## src/rtl/gpr_pkg.sv

```systemverilog
// Shared defaults and types for the general-purpose register file with scoreboard.
package gpr_pkg;

    localparam int unsigned DefDataW = 8;
    localparam int unsigned DefAddrW = 3;
    localparam int unsigned NumRegs  = 1 << DefAddrW;

    typedef logic [DefAddrW-1:0] reg_addr_t;
    typedef logic [DefDataW-1:0] reg_data_t;

endpackage

```

## src/rtl/gpr_scoreboard.sv

```systemverilog
// Per-register busy bits: issue sets, writeback clears, set wins on collision.
// Also provides busy lookups for both read ports and the registered WAW pulse.
module gpr_scoreboard
    import gpr_pkg::*;
#(
    parameter int unsigned ADDR_W  = DefAddrW,
    parameter bit          BYPASS  = 1'b1,
    parameter bit          ZERO_R0 = 1'b0,
    localparam int unsigned NRegs  = 1 << ADDR_W
) (
    input  logic              clk_i,
    input  logic              rst_ni,
    input  logic              wr_en_i,
    input  logic [ADDR_W-1:0] wr_addr_i,
    input  logic              sb_set_en_i,
    input  logic [ADDR_W-1:0] sb_set_addr_i,
    input  logic [ADDR_W-1:0] rd_addr_1_i,
    input  logic [ADDR_W-1:0] rd_addr_2_i,
    output logic              rd_busy_1_o,
    output logic              rd_busy_2_o,
    output logic              waw_err_o,
    output logic [NRegs-1:0]  busy_vec_o
);

    logic [NRegs-1:0] busy_q, busy_d;
    logic             waw_q, waw_d;
    logic             set_eff;

    // R0 can never hold a pending producer when it is hardwired to zero.
    assign set_eff = sb_set_en_i && !(ZERO_R0 && (sb_set_addr_i == '0));

    always_comb begin
        busy_d = busy_q;
        if (wr_en_i) busy_d[wr_addr_i] = 1'b0;
        if (set_eff) busy_d[sb_set_addr_i] = 1'b1;
    end

    assign waw_d = set_eff && busy_q[sb_set_addr_i]
                   && !(wr_en_i && (wr_addr_i == sb_set_addr_i));

    // A same-cycle writeback hides the busy bit because its data reaches the reader via bypass.
    always_comb begin
        rd_busy_1_o = busy_q[rd_addr_1_i];
        if (BYPASS && wr_en_i && (wr_addr_i == rd_addr_1_i)
            && !(set_eff && (sb_set_addr_i == rd_addr_1_i))) begin
            rd_busy_1_o = 1'b0;
        end
        rd_busy_2_o = busy_q[rd_addr_2_i];
        if (BYPASS && wr_en_i && (wr_addr_i == rd_addr_2_i)
            && !(set_eff && (sb_set_addr_i == rd_addr_2_i))) begin
            rd_busy_2_o = 1'b0;
        end
    end

    always_ff @(posedge clk_i or negedge rst_ni) begin
        if (!rst_ni) begin
            busy_q <= '0;
            waw_q  <= 1'b0;
        end else begin
            busy_q <= busy_d;
            waw_q  <= waw_d;
        end
    end

    assign busy_vec_o = busy_q;
    assign waw_err_o  = waw_q;

endmodule

```

## src/rtl/gpr_file_sb.sv

```systemverilog
// Register file: two combinational read ports, one write port, optional bypass and zero R0,
// with a scoreboard for RAW/WAW hazard detection between decode and writeback.
module gpr_file_sb
    import gpr_pkg::*;
#(
    parameter int unsigned DATA_W  = DefDataW,
    parameter int unsigned ADDR_W  = DefAddrW,
    parameter bit          BYPASS  = 1'b1,
    parameter bit          ZERO_R0 = 1'b0,
    localparam int unsigned NRegs  = 1 << ADDR_W
) (
    input  logic              clk_i,
    input  logic              rst_ni,
    input  logic              wr_en_i,
    input  logic [ADDR_W-1:0] wr_addr_i,
    input  logic [DATA_W-1:0] wr_data_i,
    input  logic [ADDR_W-1:0] rd_addr_1_i,
    output logic [DATA_W-1:0] rd_data_1_o,
    output logic              rd_busy_1_o,
    input  logic [ADDR_W-1:0] rd_addr_2_i,
    output logic [DATA_W-1:0] rd_data_2_o,
    output logic              rd_busy_2_o,
    input  logic              sb_set_en_i,
    input  logic [ADDR_W-1:0] sb_set_addr_i,
    output logic              hazard_o,
    output logic              waw_err_o,
    output logic [NRegs-1:0]  busy_vec_o
);

    logic [DATA_W-1:0] regs_q [NRegs];
    logic              wr_fire;

    assign wr_fire = wr_en_i && !(ZERO_R0 && (wr_addr_i == '0));

    always_ff @(posedge clk_i or negedge rst_ni) begin
        if (!rst_ni) begin
            for (int i = 0; i < NRegs; i++) regs_q[i] <= '0;
        end else if (wr_fire) begin
            regs_q[wr_addr_i] <= wr_data_i;
        end
    end

    // Reset gating keeps a bypassed wr_data from leaking out while rst_ni is low.
    always_comb begin
        rd_data_1_o = regs_q[rd_addr_1_i];
        if (BYPASS && wr_fire && (wr_addr_i == rd_addr_1_i)) rd_data_1_o = wr_data_i;
        if (!rst_ni || (ZERO_R0 && (rd_addr_1_i == '0))) rd_data_1_o = '0;

        rd_data_2_o = regs_q[rd_addr_2_i];
        if (BYPASS && wr_fire && (wr_addr_i == rd_addr_2_i)) rd_data_2_o = wr_data_i;
        if (!rst_ni || (ZERO_R0 && (rd_addr_2_i == '0))) rd_data_2_o = '0;
    end

    gpr_scoreboard #(
        .ADDR_W  (ADDR_W),
        .BYPASS  (BYPASS),
        .ZERO_R0 (ZERO_R0)
    ) u_scoreboard (
        .clk_i         (clk_i),
        .rst_ni        (rst_ni),
        .wr_en_i       (wr_en_i),
        .wr_addr_i     (wr_addr_i),
        .sb_set_en_i   (sb_set_en_i),
        .sb_set_addr_i (sb_set_addr_i),
        .rd_addr_1_i   (rd_addr_1_i),
        .rd_addr_2_i   (rd_addr_2_i),
        .rd_busy_1_o   (rd_busy_1_o),
        .rd_busy_2_o   (rd_busy_2_o),
        .waw_err_o     (waw_err_o),
        .busy_vec_o    (busy_vec_o)
    );

    assign hazard_o = rd_busy_1_o | rd_busy_2_o;

endmodule

```

## config.mk

```make
export PLATFORM = sky130hd
export DESIGN_NAME = gpr_file_sb
export DESIGN_NICKNAME = d
export VERILOG_FILES = /design/src/rtl/gpr_pkg.sv /design/src/rtl/gpr_scoreboard.sv /design/src/rtl/gpr_file_sb.sv
export SDC_FILE = /design/constraint.sdc
export NUM_CORES = 1
export LEC_CHECK = 0
export ABC_AREA = 1
export ABC_CLOCK_PERIOD_IN_PS = 950
export BUFFER_PORTS_ARGS = -buffer_cell sky130_fd_sc_hd__buf_2
export CORE_ASPECT_RATIO = 1.75
export CORE_UTILIZATION = 37
export CTS_BUF_LIST = sky130_fd_sc_hd__clkbuf_16
export CTS_CLUSTER_SIZE = 14
export DETAILED_ROUTE_END_ITERATION = 12
export GPL_ROUTABILITY_DRIVEN = 0
export PLACE_DENSITY = 0.62
export RECOVER_POWER = 25
export SLEW_MARGIN = 0
export SYNTH_ARGS = -nofsm -noshare
export SYNTH_HDL_FRONTEND = slang
export SYNTH_HIERARCHICAL = 1
export SYNTH_SLANG_ARGS = --single-unit
```

## constraint.sdc

```tcl
create_clock -name clk_i -period 0.95 [get_ports clk_i]
set_input_delay 0.0475 -clock clk_i [delete_from_list [all_inputs] [get_ports clk_i]]
set_output_delay 0.0475 -clock clk_i [all_outputs]
set_load 0.01 [all_outputs]
```

# ---- After elaboration in Yosys (flattened, before gate mapping)
# Cells that the tools add are included.
dict set report word_totals {
  elab_cells 74
  register_bits 73
  input_bits 24
}
dict set report classes {
  n_lt_le_gt_ge 10
  n_mux 27
  reduce_logical 15
  bitwise 7
  eq_ne 5
}
# op n
set ops {}
lappend ops {{$mux 8} 11}
lappend ops {{$bwmux 64} 1}
lappend ops {{$bmux 8 s3} 2}
lappend ops {{$demux 8 s3} 1}
lappend ops {{$lt 3x4->1 const B} 4}
lappend ops {{$eq 3x3->1} 5}
lappend ops {{$ge 4x4->1 const B} 3}
lappend ops {{$logic_and 1x1->1} 12}
lappend ops {{$not 3->4} 3}
lappend ops {{$bmux 1 s3} 3}
lappend ops {{$and 8x8->8} 1}
lappend ops {{$not 8->8} 1}
lappend ops {{$or 8x8->8} 1}
lappend ops {{$mux 1} 7}
lappend ops {{$demux 1 s3} 2}
lappend ops {{$ge 3x1->1 const B} 2}
lappend ops {{$lt 4x1->1 const B} 1}
lappend ops {{$logic_not 1->1} 3}
lappend ops {{$or 1x1->1} 1}

# ---- Logic depth before layout (Yosys ltp)
dict set report logic_depth {
  depth_word 9
  depth_mapped 9
  depth_no_buf 9
}

# ---- Cells and area by module
# The synthesis kept the hierarchy.
# module area_per_inst_um2 cells_per_inst n_inst seq_area_each_um2
set modules_own_cells {}
lappend modules_own_cells {gpr_file_sb 4003.8 599 1 1601.5}
lappend modules_own_cells {gpr_scoreboard 872.1 154 1 225.2}

# ---- Least setup slack after synthesis
# OpenSTA, ideal clock, no wires.
dict set report synth_path {
  path_type {reg-to-output}
  startpoint {reg u_scoreboard.busy_q[5] (netlist: u_scoreboard/busy_vec_o[5])}
  endpoint {out hazard_o}
  stages_incl_launch_ff 8
  path_slack_ns -0.213
  t_arrival_ns 1.115
  required_time_ns 0.902
  cell_sequence {dfrtp_1 > nand2_1 > nand3_1 > nand3_1 > o21ai_1 > nand2_1 > inv_1 > or2_2}
}
dict set report synth_via {
  elab_chain_cells 4
  elab_cells_between_ends 7
  classes_between {mux (6); bitwise (1)}
}
# item line
set synth_lines {}
lappend synth_lines {{start: declaration} gpr_scoreboard.sv:25} ;# logic [NRegs-1:0] busy_q, busy_d;
lappend synth_lines {{start signal: assignment} gpr_scoreboard.sv:60} ;# busy_q <= busy_d;
lappend synth_lines {{$bmux 1 s3} gpr_scoreboard.sv:48} ;# rd_busy_2_o = busy_q[rd_addr_2_i];
lappend synth_lines {{$mux 1 (not written as such)} gpr_scoreboard.sv:48}
lappend synth_lines {{$mux 1} gpr_scoreboard.sv:49} ;# if (BYPASS && wr_en_i && (wr_addr_i == rd_addr_2_i)
lappend synth_lines {{via rd_busy_2_o} gpr_file_sb.sv:22} ;# output logic rd_busy_2_o,
lappend synth_lines {{$or 1x1->1} gpr_file_sb.sv:73} ;# assign hazard_o = rd_busy_1_o | rd_busy_2_o;
lappend synth_lines {{end: declaration} gpr_file_sb.sv:25} ;# output logic hazard_o,
# The timed path passes the listed nets, and every way through them passes these cells. The select of a mux whose other input is x is not followed.

# ---- Worst setup path after layout
dict set report layout_path {
  startpoint {reg u_scoreboard.busy_q[3] (netlist: u_scoreboard/busy_vec_o[3])}
  endpoint {out hazard_o}
}
dict set report layout_via {
  elab_chain_cells 4
  elab_cells_between_ends 7
  classes_between {mux (6); bitwise (1)}
}
# item line
set layout_lines {}
lappend layout_lines {{$bmux 1 s3 (on tied branches)} {gpr_scoreboard.sv:43, gpr_scoreboard.sv:48}}
lappend layout_lines {{$mux 1 (on tied branches)} {gpr_scoreboard.sv:43, gpr_scoreboard.sv:48}}
lappend layout_lines {{$mux 1 (on tied branches)} {gpr_scoreboard.sv:44, gpr_scoreboard.sv:49}}
lappend layout_lines {{$or 1x1->1 (*)} gpr_file_sb.sv:73}
# Mark *: on every way between the ends. The rest lies on a longest branch, timed or not. The select of a mux whose other input is x is not followed.

==> out/metrics.yaml <==
status: "complete, but fails checks"
violations: "negative setup slack"
power.switching_w: 0.003760
critical_path.max_fanout: 3
finalCritPeriodShare: 1.641
peakVddDrop_mv: 0.9064
hold_violations: 0
vias_in_the_first_global_route: 5181
rsz_0062_raised_after_global_routing: "true"
cts-buffers-inserted: 9
placedCellCount: 1024
yosysWarnings: 6
detailed_place_hpwl_mm: 12.17
wire_length_reported_by_the_detailed_router_mm: 17.45
power.density_mw_per_mm2: 1708
placement.io_buffers: 51
syn_std_cell_area_mm2: 0.004876
worstPathArrival_ns: 1.51
critPathCaptureType: "output port"
coreArea_mm2: 0.01287
start_kind: "register"
chipHeight_um: 153.9
diodes: 0
design.final.nets: 907
netlist.area_leader.share: 0.3746
area.growth.synth_to_final_pct: 36.44
worst_setup_hold_path_clk_slew_ns: 0.06
netlist.top_cell.by_area: "sky130_fd_sc_hd__dfrtp_1"
root_buffer: "sky130_fd_sc_hd__clkbuf_16"
p_sw_frac: 0.3308
area.sequential_mm2: 0.001829
yosys_register_bits: 73
routed_wire_length_per_instance_um: 16.47
die_area_mm2: 0.01366
slowest_delay_ns: 0.43
number_of_clock_sinks_seen_by_cts: 73
crit_path_top_delay_cell: "sky130_fd_sc_hd__dfrtp_1"
timing.final.setup_violations: 85
drv.max_cap_violation_count: 0
synth_top_flop_cell: "sky130_fd_sc_hd__dfrtp_1"
synth_cell_types: 27
slew_violations: 0
max_slew_margin: 0.4371
synth_top_cells_by_area: "sky130_fd_sc_hd__dfrtp_1, sky130_fd_sc_hd__nand2_1, sky130_fd_sc_hd__nand3_1, sky130_fd_sc_hd__o21ai_0, sky130_fd_sc_hd__nor2_1"
drtAntennaViolNets: 0
syn_nets: 777
drt_iter0_drc: 518
combPwrFrac: 0.306
final_critical_path_setup_slack_ns: -0.6091
filler_cell_count: 1334
final_period_minus_worst_setup_slack_ns: 1.559
setup.worst_path.class: "reg -> out"
cts-root-to-sink-buffers: 2
floorplan.die.width_um: 88.78
power.internal_w: 0.007604
grt_overflow_total: 0
cpMostUsedCell: "sky130_fd_sc_hd__nand2_1"
seqPwrFrac: 0.374
critPathRequiredTime_ns: 0.90
synth-edff-count: 0
cts_tree: "yes"
synth_async_sr_flop_share: 1.000
residual_drc: 0
seq_area_frac_synth: 0.3746
total_power_w: 0.01136
worstHoldPathType: "in -> reg"
vias: 5518
rows: 55
share_of_cells_above_drive_strength_1: 0.2736
cp_cell_sequence: "nand2_1, nand3_1, nand2_1, o21ai_1, nand2_1, inv_2, or2_4, buf_6"
cts.htree.levels: 3
io_pins: 52
clock_latency_ns: 0.33
final-instance-count-excl-fill: 1059
critical_path.top_delay_family: "simple AND/OR/NAND/NOR gates"
preCtsSetupSlack_ns: -0.3447
drt_first_pass_iters: 7
grt_first_pass_wirelength_mm: 27.14
initial_util: 0.3789
fin_skew_ns: 0.002211
tightest_slew_ns: 0.8444
grt_antenna_before_repair: 0
max_freq_ghz: 0.6414
grt_usage: 0.2678
final_core_util: 0.5170
critical_path.n_buffers_inverters: 2
multi_input_logic_area_mm2: 0.002824
post_synthesis_cells: 753
vias_per_cell: 5.211
postSynthAreaPerCell_um2: 6.475
leakagePower_nw: 3.395
power.share.clock: 0.320
maximum_number_of_pins_on_one_net_before_global_route_repair: 37
-- worst paths after layout --
path,end,start,depth (start not counted),slack [ns]
min in group asynchronous,regs_q[1]$_DFFE_PN0P_,rst_ni,3,0.69
hold / removal,regs_q[14]$_DFFE_PN0P_,wr_data_i[6],3,0.10
setup reg to reg,u_scoreboard/waw_err_o$_DFF_PN0_,u_scoreboard/busy_vec_o[0]$_DFF_PN0_,7,-0.13
max in group asynchronous,regs_q[24]$_DFFE_PN0P_,rst_ni,3,-0.51
hold reg to reg,regs_q[9]$_DFFE_PN0P_,regs_q[9]$_DFFE_PN0P_,2,0.51
setup / recovery,hazard_o,u_scoreboard/busy_vec_o[3]$_DFF_PN0_,8,-0.61
-- synth_stat cells, types with 4 or more instances --
cell                       instances
sky130_fd_sc_hd__a21oi_1           8
sky130_fd_sc_hd__o21ai_0          72
sky130_fd_sc_hd__nor2_2            4
sky130_fd_sc_hd__clkinv_1          8
sky130_fd_sc_hd__buf_4             7
sky130_fd_sc_hd__nand2_1         311
sky130_fd_sc_hd__buf_6             6
sky130_fd_sc_hd__nand2_2           4
sky130_fd_sc_hd__nor2_1           64
sky130_fd_sc_hd__inv_2            10
sky130_fd_sc_hd__dfrtp_1          73
sky130_fd_sc_hd__xnor2_1           6
sky130_fd_sc_hd__nand3_1         119
sky130_fd_sc_hd__inv_1            24
sky130_fd_sc_hd__buf_2            20
-- state kept, by name (all words and copies together), names as in the netlist --
name,flops
regs_q,64
u_scoreboard/busy_vec_o,8
u_scoreboard/waw_err_o,1
-- layer usage --
metal,GRT usage,vias to the layer above,part of all wire
met4,0.1498,0,0.054
li1,-,2666,-
met3,0.04187,67,0.061
met5,0,-,0
met2,0.4586,255,0.51
met1,0.3095,2530,0.38
-- worst min-delay path: cells and delay by family --
kind | cells | cell delay [ns]
compound gates | 1 | 0.09
buf+inv | 2 | 0.25
-- cell usage in the layout, fill, tap and decap left out, drive strengths merged --
cell type,n
buf,148
clkinvlp,1
nand2,317
clkinv,10
bufinv,2
nor2,72
dlygate4sd3,2
nand3,119
o21ai,74
a21boi,1
clkbuf,13
dfrtp,73
a21oi,10
nor3,2
clkdlybuf4s25,1
inv,36
xnor2,6
or2,1
-- power by group through the flow --
| stage | Clock [W] | Sequential, W | Combinational, W |
|---|---|---|---|
| after floorplan | 0 | 0.00416 | 0.00174 |
| after global placement | 0 | 0.00426 | 0.00294 |
| after detailed placement | 0 | 0.00426 | 0.00297 |
| after CTS | 0.00371 | 0.00422 | 0.00321 |
| after global routing | 0.00385 | 0.00431 | 0.00387 |
| final | 0.00364 | 0.00425 | 0.00348 |
-- logic make-up (layout without fill, tap and decap cells) --
| logic type | after synthesis | count (layout) | synth area share |
|---|---|---|---|
| buf+inv | 78 | 213 | 0.08006 |
| simple gates | 511 | 511 | 0.4452 |
| flops | 73 | 73 | 0.3746 |
| xor+xnor | 6 | 6 | 0.01078 |
| compound gates | 85 | 85 | 0.08930 |
-- metrics by stage --
step	setup TNS, ns	cell area (um2)	hold slack [ns]
floorplan	-0.1473	4878	-0.2481
global placement	-11.18	5943	-0.06124
detailed placement	-11.52	5943	-0.06309
CTS	-15.03	6439	0.08909
global route	-32.82	6653	0.09331
finish	-25.24	6653	0.1025
-- area by class of cell --
cell class / count / area share
clock inverter: 7 / 0.01411
sequential: 73 / 0.2750
inverter: 42 / 0.02407
clock buffer: 9 / 0.03385
tap: 171 / 0.03216
timing repair buffer: 155 / 0.1964
multi-input combinational: 602 / 0.4245
-- repair_timing --
action / CTS / global route
pin swaps: 33 / 48
endpoints found under the setup margin: 28 / 94
hold endpoints to repair: 37 / 4
setup buffers: 8 / 13
gates resized for setup: 26 / 46
hold buffers: 2 / 1
Note: power is estimated with default switching activity, not from simulation.
